**config.mk**
```make
export PLATFORM = sky130hd
export DESIGN_NAME = l2_arbiter_fsm
export DESIGN_NICKNAME = d
export VERILOG_FILES = /design/src/rtl/l2_arbiter_fsm_pkg.sv /design/src/rtl/l2_arbiter_fsm_starve_counter.sv /design/src/rtl/l2_arbiter_fsm.sv
export SDC_FILE = /design/constraint.sdc
export NUM_CORES = 1
export LEC_CHECK = 0
export CAP_MARGIN = 20
export CORE_AREA = 5 5 319 321
export CTS_CLUSTER_DIAMETER = 150
export CTS_CLUSTER_SIZE = 8
export DETAILED_ROUTE_END_ITERATION = 7
export DIE_AREA = 0 0 324 326
export GPL_ROUTABILITY_DRIVEN = 0
export GPL_TIMING_DRIVEN = 0
export MAX_ROUTING_LAYER = met4
export SLEW_MARGIN = 0
export SYNTH_ARGS = -nofsm -noshare
export SYNTH_HDL_FRONTEND = slang
export SYNTH_SLANG_ARGS = --single-unit
```
**constraint.sdc**
```tcl
create_clock -name clk -period 1.3 [get_ports clk]
set_input_delay 0.13 -clock clk [delete_from_list [all_inputs] [get_ports clk]]
set_output_delay 0.13 -clock clk [all_outputs]
set_load 0.005 [all_outputs]
```
**src/rtl/l2_arbiter_fsm_pkg.sv**
```systemverilog
// Shared LC-3b memory-system types for the L2 port arbiter.
//   lc3b_word    : 16-bit address word
//   lc3b_burst   : 128-bit cache line burst
//   arb_state_t  : arbiter FSM state encoding
//   ARB_STARVE_W : width of the IF starvation counter
package lc3b_types;

   typedef logic [15:0]  lc3b_word;
   typedef logic [127:0] lc3b_burst;

   typedef enum logic [1:0] {
      IDLE    = 2'd0,
      SERVE_I = 2'd1,
      SERVE_D = 2'd2
   } arb_state_t;

   localparam int ARB_STARVE_W = 4;

endpackage

```
**src/rtl/l2_arbiter_fsm_starve_counter.sv**
```systemverilog
// Saturating counter of consecutive MEM grants taken while IF was waiting.
// Ports:
//   clk, reset : clock, asynchronous active-high reset
//   clr        : clear to zero (takes priority over inc)
//   inc        : increment, saturating at LIMIT
//   at_limit   : count has reached LIMIT (IF must be granted next)
module arb_starve_counter
   import lc3b_types::*;
#(
   parameter int LIMIT = 4
) (
   input  logic clk,
   input  logic reset,
   input  logic clr,
   input  logic inc,
   output logic at_limit
);

   localparam logic [ARB_STARVE_W-1:0] LIM = ARB_STARVE_W'(LIMIT);

   logic [ARB_STARVE_W-1:0] cnt;

   assign at_limit = (cnt == LIM);

   always_ff @(posedge clk or posedge reset) begin
      if (reset)                cnt <= '0;
      else if (clr)             cnt <= '0;
      else if (inc && !at_limit) cnt <= cnt + 1'b1;
   end

endmodule

```
**src/rtl/l2_arbiter_fsm.sv**
```systemverilog
// Arbiter sharing the single L2 port between the IF and MEM L1 caches.
// MEM has priority; after STARVE_LIMIT consecutive MEM grants with IF
// pending, IF is forced. A grant is held until l2_resp or until the
// granted requester drops both strobes.
// Ports:
//   clk, reset              : clock, asynchronous active-high reset
//   IF_*  / MEM_*           : L1 request side (address, read, write, wdata)
//   l2_resp, l2_rdata       : L2 completion and read burst
//   l2i_resp, l2i_rdata     : response routed to the IF cache
//   l2d_resp, l2d_rdata     : response routed to the MEM cache
//   l2_address/read/write/wdata : request driven to L2
module l2_arbiter_fsm
   import lc3b_types::*;
#(
   parameter int STARVE_LIMIT = 4
) (
   input  logic      clk,
   input  logic      reset,
   input  lc3b_word  IF_address,
   input  logic      IF_read,
   input  logic      IF_write,
   input  lc3b_burst IF_wdata,
   input  lc3b_word  MEM_address,
   input  logic      MEM_read,
   input  logic      MEM_write,
   input  lc3b_burst MEM_wdata,
   input  logic      l2_resp,
   input  lc3b_burst l2_rdata,
   output logic      l2i_resp,
   output lc3b_burst l2i_rdata,
   output logic      l2d_resp,
   output lc3b_burst l2d_rdata,
   output lc3b_word  l2_address,
   output logic      l2_read,
   output logic      l2_write,
   output lc3b_burst l2_wdata
);

   arb_state_t state;
   logic       if_req, mem_req, at_limit, starved;
   logic       cnt_clr, cnt_inc;

   assign if_req  = IF_read  | IF_write;
   assign mem_req = MEM_read | MEM_write;
   assign starved = if_req & at_limit;

   // Counter moves only on grant decisions taken in IDLE.
   always_comb begin
      cnt_clr = 1'b0;
      cnt_inc = 1'b0;
      if (state == IDLE) begin
         if (starved)      cnt_clr = 1'b1;
         else if (mem_req) begin
            cnt_inc = if_req;
            cnt_clr = !if_req;
         end
         else if (if_req)  cnt_clr = 1'b1;
      end
   end

   arb_starve_counter #(.LIMIT(STARVE_LIMIT)) u_starve (
      .clk      (clk),
      .reset    (reset),
      .clr      (cnt_clr),
      .inc      (cnt_inc),
      .at_limit (at_limit)
   );

   always_ff @(posedge clk or posedge reset) begin
      if (reset) state <= IDLE;
      else begin
         case (state)
            IDLE: begin
               if (starved)      state <= SERVE_I;
               else if (mem_req) state <= SERVE_D;
               else if (if_req)  state <= SERVE_I;
            end
            // Leave on completion or when the owner abandons its request.
            SERVE_I: if (l2_resp || !if_req)  state <= IDLE;
            SERVE_D: if (l2_resp || !mem_req) state <= IDLE;
            default: state <= IDLE;
         endcase
      end
   end

   // Live passthrough of the granted side; everything zero otherwise.
   always_comb begin
      l2i_resp   = 1'b0;
      l2i_rdata  = '0;
      l2d_resp   = 1'b0;
      l2d_rdata  = '0;
      l2_address = '0;
      l2_read    = 1'b0;
      l2_write   = 1'b0;
      l2_wdata   = '0;
      case (state)
         SERVE_I: begin
            l2_address = IF_address;
            l2_read    = IF_read;
            l2_write   = IF_write;
            l2_wdata   = IF_wdata;
            l2i_resp   = l2_resp;
            l2i_rdata  = l2_rdata;
         end
         SERVE_D: begin
            l2_address = MEM_address;
            l2_read    = MEM_read;
            l2_write   = MEM_write;
            l2_wdata   = MEM_wdata;
            l2d_resp   = l2_resp;
            l2d_rdata  = l2_rdata;
         end
         default: ;
      endcase
   end

endmodule

```
==> results <==
==> logic make-up after synthesis <==
family / Yosys count
AND/OR/NAND/NOR: 419
AO/OA/AOI/OAI: 163
buffers and inverters: 85
adder cells (fa/ha/maj): 6
flip-flops: 6
multiplexers: 1
==> power by group <==
part	total [mW]	switching [mW]	internal, mW
Clock	0.488	0.0947	0.394
Sequential	0.339	0.0790	0.260
Combinational	28.7	12.5	16.2
Total	29.5	12.7	16.8
==> flip-flops by register name, summed over array words and instances (netlist names) <==
signal / flops
u_starve.cnt: 4
state: 2
==> layout make-up <==
class | instances | area (um2) | share of cell area
Sequential cell | 6 | 151.4 | 0.009227
Buffer | 76 | 1172 | 0.07145
Clock buffer | 3 | 75.07 | 0.004575
Multi-Input combinational cell | 589 | 4462 | 0.2719
Antenna cell | 44 | 110.1 | 0.006710
Tap cell | 1298 | 1624 | 0.09898
Inverter | 7 | 26.28 | 0.001601
Timing Repair Buffer | 922 | 8787 | 0.5355
==> layout by cell type, fill, tap and decap left out, types with 2 or more instances in the layout <==
cell | netlist | final
sky130_fd_sc_hd__nor2b_2 | 0 | 12
sky130_fd_sc_hd__a22oi_1 | 146 | 75
sky130_fd_sc_hd__inv_1 | 7 | 5
sky130_fd_sc_hd__nor2_2 | 2 | 2
sky130_fd_sc_hd__clkdlybuf4s15_2 | 0 | 10
sky130_fd_sc_hd__a22oi_2 | 0 | 71
sky130_fd_sc_hd__inv_2 | 0 | 2
sky130_fd_sc_hd__buf_8 | 0 | 28
sky130_fd_sc_hd__ha_1 | 6 | 2
sky130_fd_sc_hd__diode_2 | 0 | 44
sky130_fd_sc_hd__nor2b_1 | 146 | 130
sky130_fd_sc_hd__clkbuf_8 | 0 | 2
sky130_fd_sc_hd__clkbuf_4 | 0 | 4
sky130_fd_sc_hd__buf_6 | 0 | 32
sky130_fd_sc_hd__ha_2 | 0 | 2
sky130_fd_sc_hd__dlygate4sd2_1 | 0 | 10
sky130_fd_sc_hd__and2_4 | 0 | 33
sky130_fd_sc_hd__buf_16 | 0 | 2
sky130_fd_sc_hd__clkbuf_2 | 1 | 127
sky130_fd_sc_hd__ha_4 | 0 | 2
sky130_fd_sc_hd__and2_1 | 258 | 225
sky130_fd_sc_hd__buf_12 | 0 | 31
sky130_fd_sc_hd__clkbuf_16 | 0 | 20
sky130_fd_sc_hd__nor3_1 | 3 | 3
sky130_fd_sc_hd__buf_4 | 14 | 79
sky130_fd_sc_hd__nor2_1 | 3 | 3
sky130_fd_sc_hd__buf_2 | 33 | 49
sky130_fd_sc_hd__dlymetal6s2s_1 | 0 | 108
sky130_fd_sc_hd__o21ai_1 | 3 | 2
sky130_fd_sc_hd__nor2b_4 | 0 | 4
sky130_fd_sc_hd__a211o_1 | 2 | 2
sky130_fd_sc_hd__clkdlybuf4s50_1 | 0 | 499
sky130_fd_sc_hd__dfrtp_1 | 6 | 5
sky130_fd_sc_hd__a21oi_1 | 5 | 5
==> routing by layer <==
layer	GRT usage	vias to the layer above
met5	-	-
met4	0.03036	0
met3	0.06244	40
met2	0.1831	538
met1	0.1170	4227
li1	-	4224
==> metrics by stage <==
step | std cells | setup slack, ns
after floorplan | 680 | -0.04675
after global placement | 2804 | -1.505
after detailed placement | 2804 | -1.469
after CTS | 2812 | -1.078
after global routing | 2944 | -1.020
final | 2945 | -0.9644
==> worst max-delay path by stage <==
| stage | from | end | cells past startpoint |
|---|---|---|---|
| finish | state[1]$_DFFE_PP0P_ | l2i_rdata[17] | 8 |
| global route | state[1]$_DFFE_PP0P_ | l2i_rdata[17] | 8 |
| CTS | state[1]$_DFFE_PP0P_ | l2_wdata[107] | 8 |
| detailed placement | state[1]$_DFFE_PP0P_ | l2_wdata[4] | 6 |
| global placement | state[0]$_DFFE_PP0P_ | l2_wdata[4] | 6 |
| floorplan | state[0]$_DFFE_PP0P_ | state[1]$_DFFE_PP0P_ | 7 |
==> timing repair <==
item	CTS	global route
resized for setup	255	798
setup endpoints to repair	410	410
gates cloned	1	13
endpoints found under the hold margin	0	0
pin swaps	1	14
setup buffers	4	78
==> run summary <==
In this run the tightest slew margin relative to its limit is 0.5736. The flow ran to the end, but the final reports show violations. The leakage power came out at 7.984 nW. The count of mapped cells out of synthesis came out at 680. Across every metal layer, demand over resource in global routing totals 0.1121. The final reports fail on setup timing. The fraction of layout cells with a size suffix above 1 came out at 0.3238.

The number of primary I/O pins came out at 827. The worst clock skew is 0.0004510 ns. In the detailed route, the total length drawn on met2 is 30620 um.

Of all nets on the critical path, the largest fanout is 10. The critical path buffer and inverter count came out at 6. The width of the die came out at 324 um. The placed instances occupy a cell area of 0.01455 mm2. The portion of synthesized area spent on multiplexers is 0.002232. The final total negative setup slack is -290.20 ns. For this design, the slowest cell found on the critical path is sky130_fd_sc_hd__clkdlybuf4s50_1. The worst setup path is of the reg -> out kind.

The count of pins over their slew limit is 0. For this run, the leading register cell type out of synthesis is sky130_fd_sc_hd__dfrtp_1. The number of failing hold endpoints at the final stage came out at 0. The post-detailed-routing wire length came out at 65690 um. In the routed layout, each cell is associated on average with a via count of 3.066. Setup repair after global routing could not meet its margin everywhere.

The post-layout minimum cycle time came out at 2.264 ns. At the worst endpoint, the required time is 1.17 ns. The cell area after synthesis is 0.004486 mm2. The tightest hold path in the finished design has a slack of 0.1417 ns. For the pin with the worst max-slew slack, the measured transition is 0.6377 ns. In this run, distinct cell masters in the synthesized netlist total 31.

The die area is 0.1056 mm2. For this run the aggregate overflow at the end of global routing stands at 0. The via count of the first global-routing pass is 8869. Among cell families on the critical path, the largest total delay comes from buffers and inverters.

The pin count of the biggest net entering global routing came out at 11. The remaining antenna violation count after routing is 0. The total setup violations reported at the end of the flow came out at 410. The placeable core region is 0.09898 mm2. The most common cell in the synthesized netlist is sky130_fd_sc_hd__and2_1.

After routing the design area is 0.01641 mm2. For this run, the share of the core covered by cells in the final layout is 0.1658. The final worst-path setup slack is -0.9644 ns.

By area, the combinational part of the netlist is dominated by simple AND/OR/NAND/NOR gates. The die height is 326 um. The fraction of the mapped netlist area in compound gates came out at 0.2703. The initial antenna violation count is 50. The starting utilization of the core area is 0.04532. The top cell type's share of synthesized area came out at 0.3598. In this run the critical register-to-register path is captured at state[1]$_DFFE_PP0P_. Compared with the post-synthesis result, the final layout area differs by 265.8%. The tree is rooted in a sky130_fd_sc_hd__clkbuf_16. The number of flip-flops and latches in the synthesized netlist came out at 6. In this run the worst hold path is classified as in -> async. In this run the power density over the cells is 1798 mW/mm2. The simple-gate area share of the yosys netlist came out at 0.5849. Of the synthesized area, sequential elements account for 0.03347.

The cell type with the largest total area after synthesis is sky130_fd_sc_hd__and2_1. The pre-antenna-repair detailed-routing pass consisted of 5 iterations. The share of flip-flops with an asynchronous set or reset came out at 1.000. The largest voltage drop on the vdd net came out at 0.8219 mV. The detail-routed net length per standard cell came out at 22.30 um. The number of H-tree levels is 1. After detailed routing, no signal wire sits above met4. The cts-stage hold buffer count is 0. Static timing analysis puts the maximum clock frequency at 441.6 MHz. The via count is 9029. The row count is 116. Once detailed placement completed, the half-perimeter wirelength came to 56190 um. The adder and majority gate portion of the synthesized area is 0.01674. The signal on the critical path passes through inv_2, ha_4, buf_12, buf_12, clkbuf_16, buf_6, and2_1, clkdlybuf4s50_1. Counting every sink on the clock net gives 6.

The register-to-register setup slack came out at -0.47 ns. After synthesis, the most frequently instantiated cells are sky130_fd_sc_hd__and2_1 (258), sky130_fd_sc_hd__a22oi_1 (146), sky130_fd_sc_hd__nor2b_1 (146). The area share of xor/xnor cells in the synthesized design is 0. The mean instance size in the synthesized netlist is 6.596 um2.

The later pin in the worst-skew pair is clocked with a latency of 0.23 ns. The first global-routing pass estimated 78280 um of wire. The net count of the finished layout is 2034. Of the available clock period, the critical path in the final layout requires 1.742.

The layout filler cell count is 11220. The number of enable flip-flop cells after synthesis came out at 0. Ranked by total cell area, the synthesized netlist is headed by sky130_fd_sc_hd__and2_1 (36%), sky130_fd_sc_hd__a22oi_1 (24%), sky130_fd_sc_hd__nor2b_1 (20%). The count of buffers from port buffering came out at 826.

The clock-pin slew of the registers on the worst-case setup and hold paths came out at 0.03 ns. The length of routed wiring on met1 is 25970 um. The met3 wirelength from detailed routing is 7639 um.

The longest individual stage delay on the worst path came out at 0.51 ns. The detailed router's first-iteration violation count is 365. By instance count, the cell type seen most on the critical path is sky130_fd_sc_hd__buf_12. The startpoint identified for the worst register-to-register timing path is state[1]$_DFFE_PP0P_. The worst setup path is launched from a flip-flop. TritonCTS built the clock tree. The Yosys step of the flow raised 0 warnings. For this run, design rule violations remaining after detail routing come to 0. STA classifies the critical path endpoint as an output pin. Measured in cells, the most critical reg-to-reg path has a length of 9. Power comes to 29.50 mW.

Across the run, the number of max-cap violations was 0. The number of buffers created by CTS came out at 3. The clock passes through at most 2 buffers.

The number of nets handed over by synthesis was 1109. The arrival time at the worst endpoint came out at 2.13 ns.
Note: power is estimated with default switching activity, not from simulation.
